===== src/rtl/axi4_lite_master.sv =====
// AXI4-Lite single-outstanding master: one command in, one AXI transaction out,
// one response back. Every handshake stage is guarded by a wait-cycle timeout.
module axi4_lite_master #(
  parameter int unsigned ADDR_W  = 32,
  parameter int unsigned DATA_W  = 32,
  parameter int unsigned TIMEOUT = 255
) (
  input  logic                ACLK,
  input  logic                ARSTn,
  // command
  input  logic                cmd_valid,
  output logic                cmd_ready,
  input  logic                cmd_write,
  input  logic [ADDR_W-1:0]   cmd_addr,
  input  logic [DATA_W-1:0]   cmd_data,
  input  logic [DATA_W/8-1:0] cmd_strb,
  input  logic [2:0]          cmd_prot,
  // response
  output logic                rsp_valid,
  input  logic                rsp_ready,
  output logic [DATA_W-1:0]   rsp_data,
  output logic [1:0]          rsp_resp,
  output logic                rsp_timeout,
  // write address
  output logic                awvalid,
  input  logic                awready,
  output logic [ADDR_W-1:0]   awaddr,
  output logic [2:0]          awprot,
  // write data
  output logic                wvalid,
  input  logic                wready,
  output logic [DATA_W-1:0]   wdata,
  output logic [DATA_W/8-1:0] wstrb,
  // write response
  input  logic                bvalid,
  output logic                bready,
  input  logic [1:0]          bresp,
  // read address
  output logic                arvalid,
  input  logic                arready,
  output logic [ADDR_W-1:0]   araddr,
  output logic [2:0]          arprot,
  // read data
  input  logic                rvalid,
  output logic                rready,
  input  logic [DATA_W-1:0]   rdata,
  input  logic [1:0]          rresp
);

  localparam logic [2:0] IDLE = 3'd0;
  localparam logic [2:0] AW   = 3'd1;
  localparam logic [2:0] W    = 3'd2;
  localparam logic [2:0] B    = 3'd3;
  localparam logic [2:0] AR   = 3'd4;
  localparam logic [2:0] R    = 3'd5;
  localparam logic [2:0] RSP  = 3'd6;

  localparam logic [15:0] TIMEOUT_C = 16'(TIMEOUT);

  logic [2:0]          state_q, state_d;
  logic [15:0]         cnt_q, cnt_d, cnt_inc;
  logic [ADDR_W-1:0]   addr_q;
  logic [DATA_W-1:0]   data_q;
  logic [DATA_W/8-1:0] strb_q;
  logic [2:0]          prot_q;
  logic                cmd_ready_q;
  logic                awvalid_q, wvalid_q, bready_q, arvalid_q, rready_q, rsp_valid_q;
  logic [DATA_W-1:0]   rsp_data_q, rsp_data_d;
  logic [1:0]          rsp_resp_q, rsp_resp_d;
  logic                rsp_timeout_q, rsp_timeout_d;
  logic                accept, hs, waiting, expired;

  assign accept  = cmd_valid & cmd_ready_q;
  assign cnt_inc = cnt_q + 16'd1;

  always_comb begin
    hs      = 1'b0;
    waiting = 1'b1;
    case (state_q)
      AW:      hs = awvalid_q & awready;
      W:       hs = wvalid_q & wready;
      B:       hs = bready_q & bvalid;
      AR:      hs = arvalid_q & arready;
      R:       hs = rready_q & rvalid;
      default: waiting = 1'b0;
    endcase
  end

  // A handshake in the expiring cycle takes priority over the timeout.
  assign expired = waiting & ~hs & (cnt_inc == TIMEOUT_C);

  always_comb begin
    state_d       = state_q;
    rsp_data_d    = rsp_data_q;
    rsp_resp_d    = rsp_resp_q;
    rsp_timeout_d = rsp_timeout_q;
    case (state_q)
      IDLE: if (accept) state_d = cmd_write ? AW : AR;
      AW:   if (hs) state_d = W;
      W:    if (hs) state_d = B;
      B: begin
        if (hs) begin
          state_d       = RSP;
          rsp_data_d    = '0;
          rsp_resp_d    = bresp;
          rsp_timeout_d = 1'b0;
        end
      end
      AR:   if (hs) state_d = R;
      R: begin
        if (hs) begin
          state_d       = RSP;
          rsp_data_d    = rdata;
          rsp_resp_d    = rresp;
          rsp_timeout_d = 1'b0;
        end
      end
      RSP:  if (rsp_ready) state_d = IDLE;
      default: state_d = IDLE;
    endcase
    if (expired) begin
      state_d       = RSP;
      rsp_data_d    = '0;
      rsp_resp_d    = 2'b10;
      rsp_timeout_d = 1'b1;
    end
  end

  always_comb begin
    cnt_d = cnt_q;
    if (state_d != state_q) cnt_d = '0;
    else if (waiting)       cnt_d = cnt_inc;
  end

  // Valid/ready outputs are registered decodes of the next state, so each one
  // rises on the edge entering its state and falls on the edge that leaves it.
  always_ff @(posedge ACLK or negedge ARSTn) begin
    if (!ARSTn) begin
      state_q       <= IDLE;
      cnt_q         <= '0;
      addr_q        <= '0;
      data_q        <= '0;
      strb_q        <= '0;
      prot_q        <= '0;
      cmd_ready_q   <= 1'b0;
      awvalid_q     <= 1'b0;
      wvalid_q      <= 1'b0;
      bready_q      <= 1'b0;
      arvalid_q     <= 1'b0;
      rready_q      <= 1'b0;
      rsp_valid_q   <= 1'b0;
      rsp_data_q    <= '0;
      rsp_resp_q    <= '0;
      rsp_timeout_q <= 1'b0;
    end else begin
      state_q       <= state_d;
      cnt_q         <= cnt_d;
      if (accept) begin
        addr_q <= cmd_addr;
        data_q <= cmd_data;
        strb_q <= cmd_strb;
        prot_q <= cmd_prot;
      end
      cmd_ready_q   <= (state_d == IDLE);
      awvalid_q     <= (state_d == AW);
      wvalid_q      <= (state_d == W);
      bready_q      <= (state_d == B);
      arvalid_q     <= (state_d == AR);
      rready_q      <= (state_d == R);
      rsp_valid_q   <= (state_d == RSP);
      rsp_data_q    <= rsp_data_d;
      rsp_resp_q    <= rsp_resp_d;
      rsp_timeout_q <= rsp_timeout_d;
    end
  end

  assign cmd_ready   = cmd_ready_q;
  assign awvalid     = awvalid_q;
  assign awaddr      = addr_q;
  assign awprot      = prot_q;
  assign wvalid      = wvalid_q;
  assign wdata       = data_q;
  assign wstrb       = strb_q;
  assign bready      = bready_q;
  assign arvalid     = arvalid_q;
  assign araddr      = addr_q;
  assign arprot      = prot_q;
  assign rready      = rready_q;
  assign rsp_valid   = rsp_valid_q;
  assign rsp_data    = rsp_data_q;
  assign rsp_resp    = rsp_resp_q;
  assign rsp_timeout = rsp_timeout_q;

endmodule


===== config.mk =====
export PLATFORM = sky130hd
export DESIGN_NAME = axi4_lite_master
export DESIGN_NICKNAME = d
export VERILOG_FILES = /design/src/rtl/axi4_lite_master.sv
export SDC_FILE = /design/constraint.sdc
export NUM_CORES = 1
export LEC_CHECK = 0
export CAP_MARGIN = 30
export CORE_ASPECT_RATIO = 0.75
export CORE_UTILIZATION = 38
export CTS_CLUSTER_DIAMETER = 60
export DETAILED_ROUTE_END_ITERATION = 8
export HOLD_SLACK_MARGIN = 0.06
export PLACE_DENSITY = 0.75
export SLEW_MARGIN = 5
export SYNTH_ARGS = -nofsm -noshare
export SYNTH_HDL_FRONTEND = slang
export SYNTH_SLANG_ARGS = --single-unit

===== constraint.sdc =====
create_clock -name ACLK -period 2.55 [get_ports ACLK]
set_input_delay 0.765 -clock ACLK [delete_from_list [all_inputs] [get_ports ACLK]]
set_output_delay 0.765 -clock ACLK [all_outputs]
set_load 0.05 [all_outputs]

# --- After elaboration in Yosys (flattened, before gate mapping) ---
# Cells that the tools add are included.
word_totals:
  regBits: 132
  input_bits: 117
  elab_cells: 76
classes:
  add_sub_neg: 1
  eq_ne: 16
  n_mux: 24
  bitwise: 9
  n_reduce_logical: 10
ops:
  columns: ["cell", "n"]
  rows:
  - ["32-bit 2-to-1 mux", 3]
  - ["32-bit one-hot mux with 2 select lines", 1]
  - ["16-bit 2-to-1 mux", 2]
  - ["3-bit 2-to-1 mux", 8]
  - ["3-bit equality test, second input constant", 6]
  - ["3-bit one-hot mux with 6 select lines", 1]
  - ["16-bit by 1-bit adder with 16-bit output, second input constant", 1]
  - ["16-bit by 8-bit equality test with 1-bit output, second input constant", 1]
  - ["3-bit by 2-bit equality test with 1-bit output, second input constant", 4]
  - ["1-bit bitwise AND", 8]
  - ["3-bit by 1-bit equality test with 1-bit output, second input constant", 2]
  - ["3-bit logical NOT", 2]
  - ["2-bit 2-to-1 mux", 3]
  - ["3-bit inequality test, second input constant", 2]
  - ["2-bit nonzero test", 3]
  - ["1-bit one-hot mux with 5 select lines", 1]
  - ["5-bit OR reduction", 1]
  - ["1-bit 2-to-1 mux", 4]
  - ["2-bit one-hot mux with 2 select lines", 1]
  - ["3-bit inequality test", 1]
  - ["3-bit AND reduction", 1]
  - ["3-bit nonzero test", 1]
  - ["2-bit AND reduction", 1]
  - ["2-bit OR reduction", 1]
  - ["1-bit NOT", 1]

# --- Depth between registers and ports, before layout ---
# Gate-level depths: netlist (run 1).
logic_depth:
  depth_word: 8
  ltp_mapped: 11

# --- Least setup slack after synthesis (run 1) ---
# OpenSTA, ideal clock, no wires.
synth_path:
  path_kind: "register -> register"
  startpoint: "register state_q[2]"
  endpoint: "register rsp_valid_q, in the netlist rsp_valid"
  setup_time_ns: 0.127
  t_arrival_ns: 2.354
  required_ns: 2.423
  setup_slack_ns: 0.069
  stages_incl_launch_ff: 10
  period_less_slack_ns: 2.481
  path_cell_list: "dfrtp_1 -> buf_2 -> clkbuf_1 -> inv_1 -> ha_1 -> and3_1 -> and3_1 -> a211oi_1 -> nor3_1 -> or2_2"
synth_via:
  elab_chain_len: 7
  elab_cells_between_ends: 23
  classes_between: "eq/ne: 7; mux: 10; bitwise: 3; reduce/logical: 3"
synth_rtl:
  columns: ["item", "line_no", "rtl"]
  rows:
  - ["start: declaration", "60", "logic [2:0] state_q, state_d;"]
  - ["start signal: assignment", "156", "state_q <= state_d;"]
  - ["branches (longest 5 deep; another with 3-bit one-hot mux with 6 select lines)", null, null]
  - ["3-bit 2-to-1 mux *", "121", "if (expired) begin"]
  - ["3-bit equality test *", "170", "rsp_valid_q <= (state_d == RSP);"]
  - ["end signal: assignment", "170", null]
  - ["end: declaration", "67", "logic awvalid_q, wvalid_q, bready_q, arvalid_q, rready_q, rsp_valid_q;"]
# Mark *: on every way between the ends.
# A chain may end at the register's enable or synchronous reset.

# --- Worst setup path after layout (run 1) ---
layout_path:
  startpoint: "register cnt_q[0]"
  endpoint: "register cnt_q[2]"
layout_via:
  elab_chain_len: 6
  elab_cells_between_ends: 8
  classes_between: "add/sub: 1; eq/ne: 2; mux: 3; bitwise: 1; reduce/logical: 1"
layout_rtl:
  columns: ["item", "line_no", "rtl"]
  rows:
  - ["start: declaration", "61", "logic [15:0] cnt_q, cnt_d, cnt_inc;"]
  - ["start signal: assignment", "157", "cnt_q <= cnt_d;"]
  - ["16-bit by 1-bit adder with 16-bit output *", "74", "assign cnt_inc = cnt_q + 16'd1;"]
  - ["16-bit by 8-bit equality test with 1-bit output", "90", "assign expired = waiting & ~hs & (cnt_inc == TIMEOUT_C);"]
  - ["1-bit bitwise AND", "90", null]
  - ["3-bit 2-to-1 mux", "121", null]
  - ["3-bit inequality test", "131", "if (state_d != state_q) cnt_d = '0;"]
  - ["16-bit 2-to-1 mux or 2-bit nonzero test (tied branches)", null, null]
# Mark *: on every way between the ends. The rest lies on a longest branch, timed or not. The select of a mux whose other input is x is not followed.

==> out/metrics.cfg, run 1 <==
[worst_setup_path]
crit_fanout = 28
worst-path-stages = 7
endpoint_kind = flip-flop
slowest_delay_ns = 0.43
cp-start-kind = flip-flop
cp.required_ns = 2.85
cp_cell_sequence = nand2_1, or3_1, a211oi_1, o2111ai_1, nor4_4, buf_8, nor3_1
cp.arrival_ns = 2.74
critPathTopFamily = simple AND/OR/NAND/NOR gates
reg2regPathDepth = 7
critical_path_buf_inv_count = 1
criticalPathCategory = flip-flop to flip-flop
critPathSlowestCell = dfrtp_1

[timing]
fin_ws_ns = 0.1083
rsz0062_at_grt = no
drv_slew = 0
min_period_ns = 2.442
fin_crit_sh_pct = 95.75
finalClockSkew_ns = 0.005531
finalHoldViolCount = 0
max_clock_freq_ghz = 0.4095
slew_headroom_pct = 62.18
tightest_slew_ns = 0.5655
setup_viol = 0
fin_setup_tns_ns = 0

[floorplanning]
die_x_um = 147.6
core_um2 = 15370
die_y_um = 111.2
start_util_pct = 39.29
io_pins = 265
std_cell_rows = 39
dieArea_um2 = 16410

[power_and_ir_drop]
power_w = 0.01476
ir_drop_mv = 1.244
p_leak_nw = 3.921
p_per_area_nw_per_um2 = 1578

[clock_tree]
cts.sinks = 132
post_cts_buffers = 0
cts_hold_buf = 0
clock_latency_ns = 0.42
cts_tree = done
htree_levels = 4
clk_pin_slew_ns = 0.06
cts_buffers = 17
root_buffer = clkbuf_16
ctsLongestPathBuffers = 2

[yosys]
yosys-top-cells-count = 132 x dfrtp_1, 71 x mux2_2, 62 x nor2_1, 38 x buf_4, 32 x a22oi_1
ys_seq_elements = 132
synth.most_common_cell = dfrtp_1
syn_inst = 530
syn-num-nets = 650
seq_area_frac_synth_pct = 54.69
async_reset_ff_share_pct = 100.0
synth_ff_type = dfrtp_1
netlist_area_um2 = 6040
yosys-top-cells-area = dfrtp_1 55%, mux2_2 13%, buf_4 4.7%
post-synth-top-area-fraction_pct = 54.69
yosys_warnings = 0
ys_types = 47
avgSynthCellArea_um2 = 11.40
synth_edf_count = 0
synth_top_area_cell = dfrtp_1

[run]
cap_violations = 0

[status]
status = finished clean

[finish]
diodes = 0
area_growth_pct = 54.92
drive_gt1_share_pct = 17.82
stdcell_count = 985
fin_nets = 887
finish.instance_area_um2 = 9356

[global_route]
grt_pass1_wl_mm = 25.93
grt_usage_pct = 20.30
grt_max_degree = 72
antenna_found_initial = 0
grt_pass1_vias = 5145
grt_overflow = 0

[placed_design]
post-place-ws_ns = -0.4322
place_area_um2 = 8747
gp_congestion = 0.8562
hpwl_mm = 11.64
dp.cells = 953
portBuffers = 264

[hold_path]
hp-class = input pin to async pin

[detailed_routing]
wire_per_inst_um = 16.17
drc = 0
drt-pass1-iter-count = 5
dr_total_vias = 4906
drt_wl_total_mm = 15.93
drt_iter0_drc = 321
postRouteAntennaNets = 0
vias_per_cell = 4.981

==> where the power goes <==
group | internal, W | switching, W
Sequential | 0.00301 | 0.000637
Clock | 0.00149 | 0.000907
Combinational | 0.00311 | 0.00561
==> area by class of cell <==
type                            instances  area (µm²)
Clock inverter                         11       128.9
Fill cell                            1213        6015
Tap cell                              205       256.5
Inverter                                7       26.28
Clock buffer                           21       460.4
Timing Repair Buffer                  289        2880
Multi-Input combinational cell        320        2297
Sequential cell                       132        3307
==> final timing paths <==
path	startpoint	end	slack, ns
max	cnt_q[0]	cnt_q[2]	0.11
min	ARSTn	cnt_q[13]	0.27
max reg2reg	cnt_q[0]	cnt_q[2]	0.11
min reg2reg	wdata[2]	wdata[2]	0.50
max in group asynchronous	ARSTn	rsp_data[27]	1.57
min in group ACLK	wdata[2]	wdata[2]	0.50
==> layout by cell type (no fill, tap or decap), types with 3 or more instances in the layout <==
cell             synthesis  final
clkdlybuf4s50_1          0    263
dfrtp_1                132    129
mux2_2                  71     71
nor2_1                  62     61
a22oi_1                 32     32
nand2_1                 22     22
buf_4                   38     20
nand3_1                 18     18
clkbuf_16                0     17
nor3_1                  15     15
xnor2_1                 12     12
inv_1                    7      7
o21ai_0                  7      7
nand4_1                  7      7
xor2_1                   7      7
and2_1                   6      5
a21oi_1                  5      5
clkinv_4                 0      5
and3_1                   4      4
or3_1                    4      4
a211oi_1                 5      4
nor3b_1                  3      3
and4_1                   3      3
or2_2                    3      3
nand2b_1                 3      3
ha_1                     3      3
buf_12                   0      3
dfrtp_2                  0      3
==> repair_timing <==
item	4_1_cts	5_1_grt
resized for setup	0	7
endpoints found under the hold margin	0	0
endpoints found under the setup margin	0	61
==> flip-flops by register name (all words and copies together) (netlist names) <==
| name | flops |
|---|---|
| cmd_ready | 1 |
| rready | 1 |
| rsp_resp | 2 |
| wstrb | 4 |
| awvalid | 1 |
| cnt_q | 16 |
| rsp_data | 32 |
| bready | 1 |
| rsp_timeout | 1 |
| state_q | 3 |
| arprot | 3 |
| wdata | 32 |
| rsp_valid | 1 |
| wvalid | 1 |
| araddr | 32 |
| arvalid | 1 |
==> through the flow <==
stage | utilization, % | hold slack (ns)
floorplan | - | 0.4694
global placement | 56.91 | 0.4615
detailed placement | 56.91 | 0.4897
CTS | 60.74 | 0.2813
global route | 60.87 | 0.3002
finish | 60.87 | 0.2722
==> routing by layer <==
| layer | GRT usage (%) | share of wire, % | up-vias |
|---|---|---|---|
| met5 | 0 | 0 | - |
| met4 | 6.254 | 1.5 | 0 |
| met3 | 7.366 | 7.0 | 18 |
| met2 | 34.25 | 49 | 172 |
| met1 | 24.04 | 42 | 2418 |
| li1 | - | - | 2298 |
==> worst reg2reg max path: cells and delay by family (launching register included) <==
kind,cells,cell delay (ns)
buf+inv,1,0.24
compound gates,2,0.61
simple gates,4,1.04
flops,1,0.43
==> cells by family (layout without fill, tap and decap cells) <==
| family | count (synthesis) | in the layout | share of synthesized area, % |
|---|---|---|---|
| simple gates | 158 | 158 | 12.76 |
| compound gates | 67 | 67 | 8.163 |
| flops | 132 | 132 | 54.69 |
| xor+xnor | 19 | 19 | 2.755 |
| buf+inv | 78 | 328 | 7.437 |
| fa+ha+maj | 3 | 3 | 0.6216 |
| mux | 73 | 73 | 13.57 |
No activity file was read; power rests on OpenSTA's default activity.
==> run 2: changes to the inputs <==
- ABC_AREA: default -> 1
- CORE_UTILIZATION: 38 -> 39
- PLACE_DENSITY: 0.75 -> 0.76
==> run 2 against run 1 <==
Effect of this change: cell count rose by 13%; combinational power rose by 2%; critical path depth decreased by 6; fmax shrank 1.4%; clock skew increased by 0.017 ns; non-clock buffer count fell by 4; synthesized area grew 6.2%; flip-flop and latch count unchanged; hold slack improved by 0.041 ns; global-route usage grew 1.2 points; design area is 5.0% higher; die area is 3.4% higher.
==> out/metrics.cfg, run 2 <==
[status]
status = finished clean  ; unchanged

[clock_tree]
clock_latency_ns = 0.43  ; was 0.42 ns
root_buffer = clkbuf_16  ; unchanged
htree_levels = 4  ; unchanged
cts_hold_buf = 0  ; unchanged
clk_pin_slew_ns = 0.06  ; about the same
cts_buffers = 17  ; unchanged
ctsLongestPathBuffers = 2  ; unchanged
cts_tree = done  ; unchanged
cts.sinks = 132  ; unchanged

[timing]
tightest_slew_ns = 0.6041  ; was 0.5655 ns
max_clock_freq_ghz = 0.4040  ; was 0.4095 GHz
drv_slew = 0  ; unchanged
slew_headroom_pct = 59.73  ; was 62.18%
finalHoldViolCount = 0  ; unchanged
finalClockSkew_ns = 0.02215  ; was 0.005531 ns
setup_viol = 0  ; unchanged
fin_setup_tns_ns = 0  ; unchanged
rsz0062_at_grt = no  ; unchanged
whs_ns = 0.3136  ; was 0.2722 ns
min_period_ns = 2.475  ; was 2.442 ns
fin_crit_sh_pct = 97.07  ; was 95.75%

[detailed_routing]
drt_iter0_drc = 384  ; was 321
postRouteAntennaNets = 0  ; unchanged
drt-pass1-iter-count = 5  ; unchanged
drt_wl_total_mm = 17.90  ; was 15.93 mm
wire_per_inst_um = 16.04  ; was 16.17 µm
dr_total_vias = 5426  ; was 4906
drc = 0  ; unchanged
vias_per_cell = 4.862  ; was 4.981

[worst_setup_path]
cp_cell_sequence = clkdlybuf4s50_1  ; was nand2_1, or3_1, a211oi_1, o2111ai_1, nor4_4, buf_8, nor3_1
criticalPathCategory = flip-flop to output pin  ; was flip-flop to flip-flop
critical_path_buf_inv_count = 1  ; unchanged
cp.required_ns = 1.79  ; was 2.85 ns
slowest_delay_ns = 0.84  ; was 0.43 ns
cp.arrival_ns = 1.71  ; was 2.74 ns
critPathSlowestCell = clkdlybuf4s50_1  ; was dfrtp_1
critPathTopFamily = buffers and inverters  ; was simple AND/OR/NAND/NOR gates
cp-start-kind = flip-flop  ; unchanged
endpoint_kind = output pin  ; was flip-flop
crit_fanout = 3  ; was 28

[run]
cap_violations = 0  ; unchanged

[power_and_ir_drop]
p_sw_w = 0.007326  ; was 0.007151 W
pwr-share-seq_pct = 23.4  ; was 24.7%
p_int_w = 0.007729  ; was 0.007611 W
switching_share_pct = 48.66  ; was 48.44%
power_w = 0.01505  ; was 0.01476 W
p_leak_nw = 4.237  ; was 3.921 nW
ir_drop_mv = 0.9424  ; was 1.244 mV
p_per_area_nw_per_um2 = 1533  ; was 1578 nW/µm²
clkPwrFrac_pct = 17.7  ; was 16.2%
p_comb_share_pct = 58.9  ; was 59.1%

[finish]
diodes = 0  ; unchanged
finish.instance_area_um2 = 9823  ; was 9356 µm²
utilization_pct = 61.14  ; was 60.87%
final_common_cell = clkdlybuf4s50_1  ; unchanged
drive_gt1_share_pct = 19.87  ; was 17.82%
area_growth_pct = 53.13  ; was 54.92%
fin_nets = 1013  ; was 887
final_cell_mix = 263 x clkdlybuf4s50_1, 136 x nand2_1, 131 x dfrtp_1  ; was 263 x clkdlybuf4s50_1, 129 x dfrtp_1, 71 x mux2_2

[yosys]
synth_ff_type = dfrtp_1  ; unchanged
yosys_warnings = 0  ; unchanged
synth_edf_count = 0  ; unchanged
synth_top_area_cell = dfrtp_1  ; unchanged
seq_area_frac_synth_pct = 51.49  ; was 54.69%
ys_seq_elements = 132  ; unchanged
post-synth-top-area-fraction_pct = 51.49  ; was 54.69%
synth.most_common_cell = nand2_1  ; was dfrtp_1
async_reset_ff_share_pct = 100.0  ; unchanged
yosys-top-cells-count = 138 x nand2_1, 132 x dfrtp_1, 71 x mux2_2, 51 x nand3_1, 40 x nor2_1  ; was 132 x dfrtp_1, 71 x mux2_2, 62 x nor2_1, 38 x buf_4, 32 x a22oi_1
netlist_area_um2 = 6415  ; was 6040 µm²
yosys-top-cells-area = dfrtp_1 51%, mux2_2 12%, nand2_1 8.1%  ; was dfrtp_1 55%, mux2_2 13%, buf_4 4.7%
syn-num-nets = 768  ; was 650
avgSynthCellArea_um2 = 9.900  ; was 11.40 µm²
ys_types = 32  ; was 47
syn_inst = 648  ; was 530

[global_route]
grt_usage_pct = 21.45  ; was 20.30%
grt_pass1_wl_mm = 27.57  ; was 25.93 mm
grt_max_degree = 63  ; was 72
grt_overflow = 0  ; unchanged
grt_pass1_vias = 5202  ; was 5145
antenna_found_initial = 0  ; unchanged

[floorplanning]
die_y_um = 113.1  ; was 111.2 µm
start_util_pct = 39.93  ; was 39.29%
dieArea_um2 = 16970  ; was 16410 µm²
core_um2 = 16070  ; was 15370 µm²
io_pins = 265  ; unchanged
std_cell_rows = 40  ; was 39
die_x_um = 150.1  ; was 147.6 µm

[placed_design]
hpwl_mm = 13.06  ; was 11.64 mm
place_area_um2 = 9161  ; was 8747 µm²
gp_congestion = 0.9001  ; was 0.8562
portBuffers = 264  ; unchanged

[hold_path]
hp-class = input pin to async pin  ; unchanged

-- run 2: cell count changes in the layout (fill, tap and decap cells not counted), moves of 7 or more --
cell / previous run / this run
a21oi_1: 5 / 35
a22oi_1: 32 / 0
inv_1: 7 / 33
nand2_1: 22 / 136
nand2_2: 0 / 12
nand3_1: 18 / 51
nor2_1: 61 / 38
nor2_2: 1 / 8
nor2_4: 0 / 16
nor3_1: 15 / 3
o21ai_0: 7 / 16
xnor2_1: 12 / 0
-- run 2: final timing paths --
| check | start | endpoint | slack [ns] | depth (start not counted) |
|---|---|---|---|---|
| max | araddr[1] | awaddr[1] | 0.07 | 1 |
| min | ARSTn | rsp_data[21] | 0.31 | 1 |
| max reg2reg | state_q[0] | cnt_q[14] | 0.26 | 13 |
| min reg2reg | wdata[3] | wdata[3] | 0.50 | 1 |
| min in group ACLK | wdata[3] | wdata[3] | 0.50 | 1 |
| max in group asynchronous | ARSTn | araddr[5] | 1.53 | 2 |
-- run 2: power by group through the flow --
stage,Clock (W),Sequential (W),Combinational [W]
after floorplan,0,0.00601,0.00373
after global placement,0,0.00351,0.00881
after detailed placement,0,0.00354,0.00887
after CTS,0.00272,0.00352,0.00892
after global routing,0.00281,0.00363,0.00929
final,0.00267,0.00352,0.00887
-- run 2: worst reg2reg max path: cells and delay by family (launching register included) --
family	cells	cell delay, ns
buf+inv	2	0.31
flops	1	0.50
compound gates	1	0.17
simple gates	10	1.16
-- run 2: kinds of logic (layout without fill, tap and decap cells) --
| logic type | count (synthesis) | in the layout | synth area share (%) |
|---|---|---|---|
| simple gates | 286 | 287 | 22.45 |
| xor+xnor | 2 | 2 | 0.2731 |
| mux | 71 | 71 | 12.46 |
| flops | 132 | 132 | 51.49 |
| fa+ha+maj | 3 | 3 | 0.5852 |
| buf+inv | 100 | 357 | 8.445 |
| compound gates | 54 | 54 | 4.291 |
-- run 2: through the flow --
step | cells | worst slack (ns)
3_3_place_gp | 1083 | -0.05528
5_1_grt | 1116 | 0.01675
3_5_place_dp | 1083 | -0.1261
4_1_cts | 1115 | 0.07053
2_1_floorplan | 648 | 0.3786
6_report | 1116 | 0.07472
-- run 2: layout make-up --
class | instances | area, µm²
fill | 1334 | 6242
timing repair buffer | 285 | 2864
tap | 210 | 262.8
inverter | 40 | 156.4
clock inverter | 13 | 193.9
multi-input combinational | 417 | 2589
sequential | 132 | 3304
clock buffer | 19 | 452.9
-- run 2: metal layers --
| layer | vias to the layer above | track usage, % | routed length, µm |
|---|---|---|---|
| met5 | - | 0 | 0 |
| met4 | 0 | 6.869 | 186 |
| met3 | 20 | 6.815 | 1520 |
| met2 | 240 | 33.36 | 8266 |
| met1 | 2586 | 28.41 | 7926 |
| li1 | 2580 | - | - |
-- run 2: what timing repair did --
action,in CTS,in global routing
resized for setup,0,4
setup endpoints to repair,0,16
buffers inserted,0,0
hold endpoints to repair,0,0
==> run 3: changes to the inputs <==
- SLEW_MARGIN: 5 -> default
==> results of run 3 <==
No change in the layout: final DEF, timing and power equal those of run 2.
